==> src/rtl/harris_run_ctrl.sv <==
// Run sequencer for the harris_hir kernel: launches one invocation, counts output writes, reports stats.
// Optional output-address order checker enabled by defining HARRIS_CTRL_ORDER_CHECK_EN.
module harris_run_ctrl #(
  parameter int ADDR_WIDTH = 10,
  parameter int NUM_OUT    = 1024,
  parameter int TIMEOUT    = 65535,
  parameter int CNT_WIDTH  = 32
) (
  input  logic                  clk,
  input  logic                  rst,
  input  logic                  start,
  output logic                  busy,
  output logic                  t,
  input  logic                  kernel_wr_en,
  input  logic [ADDR_WIDTH-1:0] kernel_wr_addr,
  output logic                  done,
  output logic                  timeout,
  output logic                  stray_wr,
  output logic [ADDR_WIDTH:0]   wr_count,
  output logic [CNT_WIDTH-1:0]  cycle_count,
  output logic [CNT_WIDTH-1:0]  first_wr_lat,
  output logic                  order_err,
  output logic [ADDR_WIDTH-1:0] order_err_addr
);

  localparam logic [1:0] S_IDLE   = 2'd0;
  localparam logic [1:0] S_LAUNCH = 2'd1;
  localparam logic [1:0] S_RUN    = 2'd2;
  localparam logic [1:0] S_DONE   = 2'd3;

  localparam logic [ADDR_WIDTH:0]  NUM_OUT_W = (ADDR_WIDTH+1)'(NUM_OUT);
  localparam logic [CNT_WIDTH-1:0] TIMEOUT_W = CNT_WIDTH'(TIMEOUT);

  logic [1:0] state;
  logic [1:0] state_nx;
  logic       active;
  logic       launching;
  logic       wr_counted;
  logic       complete;
  logic       hit_timeout;

  assign active     = (state == S_LAUNCH) || (state == S_RUN);
  assign launching  = (state == S_IDLE) && start;
  assign wr_counted = kernel_wr_en && active && (wr_count != NUM_OUT_W);

  // Also catches a run already full on RUN entry (NUM_OUT=1 written during LAUNCH).
  assign complete = (state == S_RUN) &&
                    ((wr_counted && ((wr_count + (ADDR_WIDTH+1)'(1)) == NUM_OUT_W)) ||
                     (wr_count == NUM_OUT_W));
  assign hit_timeout = (state == S_RUN) && (cycle_count == TIMEOUT_W) && !complete;

  assign t    = (state == S_LAUNCH);
  assign busy = active;
  assign done = (state == S_DONE);

  always_comb begin
    state_nx = state;
    case (state)
      S_IDLE:   if (start) state_nx = S_LAUNCH;
      S_LAUNCH: state_nx = S_RUN;
      S_RUN:    if (complete || hit_timeout) state_nx = S_DONE;
      default:  state_nx = S_IDLE;
    endcase
  end

  always_ff @(posedge clk or negedge rst) begin
    if (!rst) state <= S_IDLE;
    else      state <= state_nx;
  end

  // Counters are cleared on the IDLE->LAUNCH edge so they read 0 throughout LAUNCH.
  always_ff @(posedge clk or negedge rst) begin
    if (!rst) begin
      wr_count     <= '0;
      cycle_count  <= '0;
      first_wr_lat <= '0;
      timeout      <= 1'b0;
      stray_wr     <= 1'b0;
    end else if (launching) begin
      wr_count     <= '0;
      cycle_count  <= '0;
      first_wr_lat <= '0;
      timeout      <= 1'b0;
      stray_wr     <= 1'b0;
    end else begin
      if (kernel_wr_en && !active) stray_wr <= 1'b1;
      if (wr_counted) begin
        wr_count <= wr_count + (ADDR_WIDTH+1)'(1);
        if (wr_count == '0) first_wr_lat <= cycle_count;
      end
      if ((state == S_LAUNCH) || ((state == S_RUN) && (state_nx == S_RUN))) begin
        if (cycle_count != '1) cycle_count <= cycle_count + CNT_WIDTH'(1);
      end
      if (hit_timeout) timeout <= 1'b1;
    end
  end

`ifdef HARRIS_CTRL_ORDER_CHECK_EN
  logic [ADDR_WIDTH-1:0] exp_addr;

  // Expected address tracks the count of accepted writes, not the received address.
  always_ff @(posedge clk or negedge rst) begin
    if (!rst) begin
      exp_addr       <= '0;
      order_err      <= 1'b0;
      order_err_addr <= '0;
    end else if (launching) begin
      exp_addr       <= '0;
      order_err      <= 1'b0;
      order_err_addr <= '0;
    end else if (wr_counted) begin
      exp_addr <= exp_addr + ADDR_WIDTH'(1);
      if ((kernel_wr_addr != exp_addr) && !order_err) begin
        order_err      <= 1'b1;
        order_err_addr <= kernel_wr_addr;
      end
    end
  end
`else
  logic unused_addr;
  assign unused_addr    = ^kernel_wr_addr;
  assign order_err      = 1'b0;
  assign order_err_addr = '0;
`endif

endmodule

==> config.mk <==
export PLATFORM = sky130hd
export DESIGN_NAME = harris_run_ctrl
export DESIGN_NICKNAME = d
export VERILOG_FILES = /design/src/rtl/harris_run_ctrl.sv
export SDC_FILE = /design/constraint.sdc
export NUM_CORES = 1
export LEC_CHECK = 0
export BUFFER_PORTS_ARGS = -buffer_cell sky130_fd_sc_hd__buf_2
export CORE_AREA = 2 2 93 95
export DETAILED_ROUTE_END_ITERATION = 6
export DIE_AREA = 0 0 95 97
export GPL_TIMING_DRIVEN = 0
export PLACE_DENSITY = 0.8
export RECOVER_POWER = 50
export SYNTH_ARGS = -nofsm -noshare
export SYNTH_HDL_FRONTEND = slang
export SYNTH_SLANG_ARGS = --single-unit
==> constraint.sdc <==
create_clock -name clk -period 7.8 [get_ports clk]
set_input_delay 0.78 -clock clk [delete_from_list [all_inputs] [get_ports clk]]
set_output_delay 0.78 -clock clk [all_outputs]
set_load 0.1 [all_outputs]
==> results of run 1 <==
==> synthesized netlist by cell type, types with 7 or more instances <==
master,count,share of area
and3_1,13,0.018
xor2_1,7,0.014
nand4_1,16,0.023
a41o_1,9,0.020
buf_4,13,0.022
a211oi_1,7,0.012
and4_1,8,0.016
a31oi_1,12,0.017
a21oi_1,44,0.050
inv_1,9,0.0077
clkbuf_1,21,0.018
buf_2,8,0.0091
nand2_1,98,0.083
ha_1,9,0.026
dfrtp_1,79,0.45
xnor2_1,13,0.026
nor2_1,46,0.039
nand3_1,11,0.012
==> state kept, by name (all words and copies together) (netlist names) <==
register,cells
state,2
cycle_count,32
wr_count,11
timeout,1
stray_wr,1
first_wr_lat,32
==> cell families (layout without fill, tap and decap cells) <==
family | Yosys count | count (layout) | synth area share
simple gates | 225 | 225 | 0.2485
compound gates | 101 | 101 | 0.1624
flops | 79 | 79 | 0.4477
buf+inv | 57 | 157 | 0.06857
xor+xnor | 20 | 20 | 0.03967
fa+ha+maj | 9 | 9 | 0.02550
mux | 3 | 3 | 0.006801
other cells | 1 | 11 | 0.0008493
==> layout make-up <==
cell class / count / area [sq um] / area share
Clock inverter: 6 / 92.59 / 0.01786
Timing Repair Buffer: 84 / 369.1 / 0.07120
Multi-Input combinational cell: 369 / 2173 / 0.4193
Buffer: 48 / 269.0 / 0.05189
Inverter: 9 / 33.78 / 0.006517
Sequential cell: 79 / 1977 / 0.3814
Tap cell: 105 / 131.4 / 0.02534
Clock buffer: 10 / 137.6 / 0.02655
==> how the worst max path moves through the flow <==
stage / end / cells after the start / slack [ns] / startpoint
after floorplan: cycle_count[17]$_DFFE_PN0P_ / 9 / 4.60 / state[0]$_DFF_PN0_
after global placement: cycle_count[29]$_DFFE_PN0P_ / 9 / 4.80 / state[0]$_DFF_PN0_
after detailed placement: cycle_count[29]$_DFFE_PN0P_ / 9 / 4.77 / state[0]$_DFF_PN0_
after CTS: cycle_count[29]$_DFFE_PN0P_ / 9 / 4.70 / state[0]$_DFF_PN0_
after global routing: cycle_count[19]$_DFFE_PN0P_ / 2 / 3.13 / rst
final: wr_count[1]$_DFFE_PN0P_ / 2 / 3.96 / rst
==> through the flow <==
step / setup slack (ns) / utilization
floorplan: 4.604 / -
global placement: 4.804 / 0.6147
detailed placement: 4.769 / 0.6174
CTS: 4.703 / 0.6457
global route: 3.133 / 0.6373
finish: 3.956 / 0.6373
==> power by group through the flow <==
stage                     clock, uW  combinational [uW]  sequential (uW)
after floorplan                   0                 179              923
after global placement            0                 699              507
after detailed placement          0                 709              510
after CTS                       360                 709              503
after global routing            380                 736              514
final                           355                 695              504
==> layer usage <==
layer	up-vias	GRT usage	part of all wire
met5	-	0	0
met4	0	0.07804	0.012
met3	12	0.06931	0.067
met2	168	0.4064	0.48
met1	1973	0.3701	0.44
li1	1933	-	-
==> impl_metrics.csv, run 1 <==
group,metric,value,unit
clock_tree,cts_buffers,9,
clock_tree,cts_tree,"done",
clock_tree,clk_latency,0.36,ns
outcome,outcome,"complete, but fails checks",
worst_setup_path,startpoint_type,"input pin",
power,power_density,299.6,mW/mm^2
logic_synthesis,postSynthCellCount,495,
final_layout,mostFrequentLayoutCells,"nand2_1, dfrtp_1, clkbuf_1",
routing,drtPass1Iterations,5,
hold_path,hold_depth,2,
power,p_int,760.1,uW
grt,grt_use_total,0.2653,
floorplanning,dieArea,0.009215,sq mm
floorplanning,start_util,0.5428,
timing,rsz0062_at_grt,"false",
timing,max_freq,260.1,MHz
timing,fin_crit,3.844,ns
clock_tree,root_buffer,"clkbuf_8",
worst_setup_path,critPathSlowestCell,"clkbuf_1",
worst_setup_path,crit_family,"buffers and inverters",
power,seq_power_share,0.324,
routing,drt_iter0_drc,201,
worst_setup_path,worstPathArrival,3.89,ns
final_layout,nNetsFinal,623,
power,comb_power_share,0.447,
clock_tree,post_cts_buffers,0,
timing,slew_viol_final,82,
run,maxCapViolCount,2,
logic_synthesis,syn_avg_cell_area,8.920,sq um
routing,wirelength,11660,um
final_layout,final_cell_count_no_fill,710,
power,peakVddDrop,0.0002894,V
timing,whs,0.5106,ns
logic_synthesis,ys.flop_type,"dfrtp_1",
outcome,violations,"max-capacitance violations, max-slew violations",
grt,grt_pass1_vias,3851,
floorplanning,coreArea,0.008134,sq mm
logic_synthesis,synth_edf_count,0,
final_layout,final_common_cell,"nand2_1",
power,swShare,0.5107,
floorplanning,die_w,95,um
worst_setup_path,r2r.worst_path.cells,9,
routing,vias,4086,
grt,globalRouteOverflowTotal,0,
clock_tree,hold_buffers,0,
power,pwr-share-clk,0.228,
grt,antenna_found_initial,0,
clock_tree,clk_pin_slew_worst_paths,0.08,ns
hold_path,hp-start,"stray_wr$_DFFE_PN0P_",
placed_design,io_buffers,83,
grt,grt_pass1_wl,19260,um
clock_tree,clock-sinks,79,
power,power,1553,uW
floorplanning,io_pins,105,
final_layout,drive_above_1_share,0.1653,
final_layout,antenna_cells,0,
worst_setup_path,max_stage_delay,1.60,ns
timing,maxSlewHeadroom,-0.4090,
worst_setup_path,crit_path_end_kind,"asynchronous set/reset pin",
routing,wl_per_cell,16.43,um
clock_tree,cts_max_path_buffers,2,
logic_synthesis,ys_types,56,
timing,fin_setup_tns,0,ns
logic_synthesis,syn_area,0.004415,sq mm
placed_design,placed_cells,694,
placed_design,hpwl,8199,um
timing,fin_crit_sh,0.4929,
worst_setup_path,r2r_setup_slack,4.66,ns
worst_setup_path,path_cells,"clkbuf_1, clkbuf_1",
placed_design,gp_congestion,0.8827,
timing,fin_skew,0.01443,ns
routing,drc_errors,0,
floorplanning,die_y,97,um
power,total_switching_power,793.2,uW
final_layout,stdcell_area,0.005184,sq mm
routing,final_antenna_net_count,0,
timing,tightest_slew,2.114,ns
worst_setup_path,cp.required,7.84,ns
placed_design,placed_cell_area,0.005022,sq mm
grt,grt_max_degree,42,
worst_setup_path,cp_num_buf_inv,2,
hold_path,hold_path_end,"stray_wr$_DFFE_PN0P_",
floorplanning,num_rows,33,
worst_setup_path,worst-path-max-fanout,41,
worst_setup_path,r2r_end,"cycle_count[29]$_DFFE_PN0P_",
timing,hold_viol_final,0,
worst_setup_path,crit_type,"input pin to asynchronous set/reset pin",
final_layout,fillers,728,
worst_setup_path,reg2reg_from,"state[0]$_DFF_PN0_",
logic_synthesis,ys_seq_elements,79,
clock_tree,h-tree-depth,3,
timing,setup-violations-final,0,
logic_synthesis,ys_async_sr_fraction,1.000,
logic_synthesis,ys_warn_count,0,
worst_setup_path,crit_top_cell,"clkbuf_1",
power,p_leak,0.002370,uW
final_layout,syn_to_final_growth,17.40,%
hold_path,holdCritPathClass,"flop to flop",
logic_synthesis,ys_seq_area_frac,0.4477,
clock_tree,cts_repair_resize_count,0,
routing,vias_per_cell,5.755,
No activity file was read; power rests on OpenSTA's default activity.
==> run 2, diff against run 1 <==
ABC_AREA = 1   (was not set)
CORE_AREA = 2 2 100 102   (was 2 2 93 95)
DIE_AREA = 0 0 102 104   (was 0 0 95 97)
PLACE_DENSITY = 0.77   (was 0.8)
clock period = 3.1 ns   (was 7.8 ns; I/O delays follow)
==> run 2 against run 1 <==
  * Register-to-register slack worse by 4.2 ns
  * First-iteration DRC count is 42% higher
  * Synthesized cell count is 29% higher
  * Clock skew is 0.0042 ns lower
  * Global-route usage is 0.74 points lower
  * Setup slack worse by 3.5 ns
  * Highest routed layer unchanged
  * Area after synthesis is 6.5% higher
  * Non-clock buffer count is 18 lower
  * Largest cell class unchanged
  * The run now ends clean
  * Die area is 15% higher
==> impl_metrics.csv, run 2 <==
group,metric,value,unit
outcome,outcome,"completed",
worst_setup_path,r2r_setup_slack,0.45,ns
floorplanning,num_rows,36,
logic_synthesis,synth-compound-area-share,0.04683,
grt,globalRouteOverflowTotal,0,
logic_synthesis,ys_types,39,
final_layout,final_common_cell,"nand2_1",
clock_tree,cts_repair_resize_count,0,
floorplanning,start_util,0.4924,
logic_synthesis,synthXorXnorAreaFrac,0.03725,
floorplanning,die_y,104,um
hold_path,hp-start,"kernel_wr_en",
logic_synthesis,synth.area.mux_share,0,
routing,drc_errors,0,
clock_tree,h-tree-depth,3,
clock_tree,root_buffer,"clkbuf_8",
timing,setup-violations-final,0,
clock_tree,cts_max_path_buffers,2,
clock_tree,clock-sinks,79,
logic_synthesis,syn_area,0.004702,sq mm
clock_tree,hold_buffers,1,
logic_synthesis,ys_warn_count,0,
worst_setup_path,cp_num_buf_inv,2,
worst_setup_path,r2r.worst_path.cells,8,
final_layout,nNetsFinal,767,
final_layout,syn_to_final_growth,17.70,%
worst_setup_path,cp.required,3.35,ns
logic_synthesis,postSynthCellCount,638,
timing,fin_setup_tns,0,ns
floorplanning,io_pins,105,
floorplanning,die_w,102,um
final_layout,drive_above_1_share,0.1404,
floorplanning,dieArea,0.01061,sq mm
routing,wl_per_cell,14.64,um
worst_setup_path,max_stage_delay,0.45,ns
timing,tightest_slew,1.390,ns
worst_setup_path,path_cells,"inv_1, nor4_1, nand2_1, nor4_1, nand4_2, clkbuf_1, nand3_1, nand2_1",
worst_setup_path,crit_family,"simple AND/OR/NAND/NOR gates",
final_layout,mostFrequentLayoutCells,"nand2_1, dfrtp_1, inv_1",
worst_setup_path,startpoint_type,"flop",
timing,maxSlewHeadroom,0.07339,
final_layout,antenna_cells,0,
grt,grt_pass1_wl,21620,um
grt,grt_pass1_vias,4423,
hold_path,hold_path_end,"stray_wr$_DFFE_PN0P_",
logic_synthesis,synth_common_cells,"nand2_1, dfrtp_1, inv_1",
clock_tree,cts_tree,"done",
timing,fin_crit,2.654,ns
logic_synthesis,ys_async_sr_fraction,1.000,
final_layout,fillers,944,
timing,hold_viol_final,0,
logic_synthesis,synth_top_family_by_area,"simple AND/OR/NAND/NOR gates",
routing,wirelength,12900,um
worst_setup_path,crit_type,"flop to flop",
grt,grt_use_total,0.2578,
logic_synthesis,synth_top_cell_by_area,"dfrtp_1",
clock_tree,post_cts_buffers,0,
worst_setup_path,crit_path_end_kind,"flop",
routing,final_antenna_net_count,0,
floorplanning,coreArea,0.009549,sq mm
worst_setup_path,reg2reg_from,"cycle_count[20]$_DFFE_PN0P_",
final_layout,top_regs,"cycle_count x32, first_wr_lat x32, wr_count x11",
logic_synthesis,ys_seq_area_frac,0.4204,
clock_tree,cts_buffers,9,
placed_design,hpwl,9756,um
placed_design,io_buffers,83,
run,maxCapViolCount,0,
worst_setup_path,critPathSlowestCell,"dfrtp_1",
logic_synthesis,yosys-top-cells-area,"dfrtp_1, nand2_1, nand3_1",
clock_tree,clk_pin_slew_worst_paths,0.08,ns
grt,grt_max_degree,56,
routing,drt_iter0_drc,285,
hold_path,hold_depth,3,
timing,fin_crit_sh,0.8562,
logic_synthesis,syn_avg_cell_area,7.370,sq um
placed_design,gp_congestion,0.9701,
logic_synthesis,synth_edf_count,0,
logic_synthesis,synth_most_common_cell,"nand2_1",
logic_synthesis,synth_fa_ha_area_frac,0.02395,
hold_path,holdCritPathClass,"input pin to flop",
logic_synthesis,synth-simple-area-share,0.3789,
timing,fin_skew,0.01020,ns
logic_synthesis,ys.flop_type,"dfrtp_1",
logic_synthesis,ys_seq_elements,79,
logic_synthesis,yosysTopAreaCellShare,0.4204,
grt,antenna_found_initial,0,
timing,slew_viol_final,0,
worst_setup_path,r2r_end,"cycle_count[6]$_DFFE_PN0P_",
worst_setup_path,worstPathArrival,2.90,ns
timing,rsz0062_at_grt,"false",
routing,vias_per_cell,5.202,
timing,max_freq,376.8,MHz
routing,vias,4583,
routing,drtPass1Iterations,5,
clock_tree,clk_latency,0.37,ns
worst_setup_path,worst-path-max-fanout,10,
-- run 2: cell count changes after synthesis, moves of 10 or more --
cell / before / now
xnor2_1: 13 / 2
a31oi_1: 12 / 1
and3_1: 13 / 0
nor3_1: 5 / 15
xor2_1: 7 / 18
nand3_1: 11 / 55
nand2_1: 98 / 216
a21oi_1: 44 / 2
inv_1: 9 / 65
o21ai_0: 5 / 26
-- run 2: final cells by class --
| cell class | instances | area (sq um) | area share |
|---|---|---|---|
| sequential | 79 | 1977 | 0.3572 |
| clock buffer | 12 | 155.1 | 0.02804 |
| inverter | 69 | 259.0 | 0.04680 |
| clock inverter | 3 | 90.09 | 0.01628 |
| buffer | 29 | 172.7 | 0.03120 |
| multi-input combinational | 471 | 2331 | 0.4212 |
| timing repair buffer | 85 | 382.9 | 0.06918 |
| tap | 133 | 166.4 | 0.03007 |
-- run 2: worst min-delay path, stage by stage --
cell     delay (ns)
buf_2          0.08
a21oi_1        0.06
nor2_1         0.07
-- run 2: worst max path at each step --
stage,from,endpoint,cells after the start,slack (ns)
after CTS,cycle_count[20]$_DFFE_PN0P_,cycle_count[6]$_DFFE_PN0P_,8,0.52
after detailed placement,cycle_count[20]$_DFFE_PN0P_,cycle_count[27]$_DFFE_PN0P_,8,0.57
final,cycle_count[20]$_DFFE_PN0P_,cycle_count[6]$_DFFE_PN0P_,8,0.45
after global routing,rst,cycle_count[13]$_DFFE_PN0P_,3,0.26
after global placement,cycle_count[0]$_DFFE_PN0P_,cycle_count[26]$_DFFE_PN0P_,14,0.61
after floorplan,cycle_count[1]$_DFFE_PN0P_,cycle_count[26]$_DFFE_PN0P_,14,0.21
-- run 2: cells by family after synthesis --
kind of cell / after synthesis
AOI/OAI and AO/OA: 40
xor gates and xnor gates: 20
adders and majority gates: 9
buffers and inverters: 98
DFF: 79
other: 1
and+or+nand+nor: 391
-- run 2: metal layers --
metal,part of all wire,routed length (um),track usage,vias to the layer above
met1,0.44,5683,0.3562,2155
met3,0.068,876,0.05242,25
li1,-,-,-,2226
met4,0.018,233,0.08571,0
met5,0,0,0,-
met2,0.47,6107,0.4037,177
-- run 2: metrics by stage --
step                utilization  area [sq um]  worst slack [ns]  hold slack (ns)  std cells
floorplan                     -          4740            0.2149          0.01441        648
global placement         0.5573          5321            0.6109           0.4535        864
detailed placement       0.5604          5351            0.5717           0.2530        865
CTS                      0.5871          5607            0.5223           0.1883        881
global route             0.5795          5534            0.2603           0.1952        881
finish                   0.5795          5534            0.4459           0.1960        881
Power of run 2 is not shown: default switching activity piles up to over one toggle a cycle in this logic, so the estimate is an artifact.
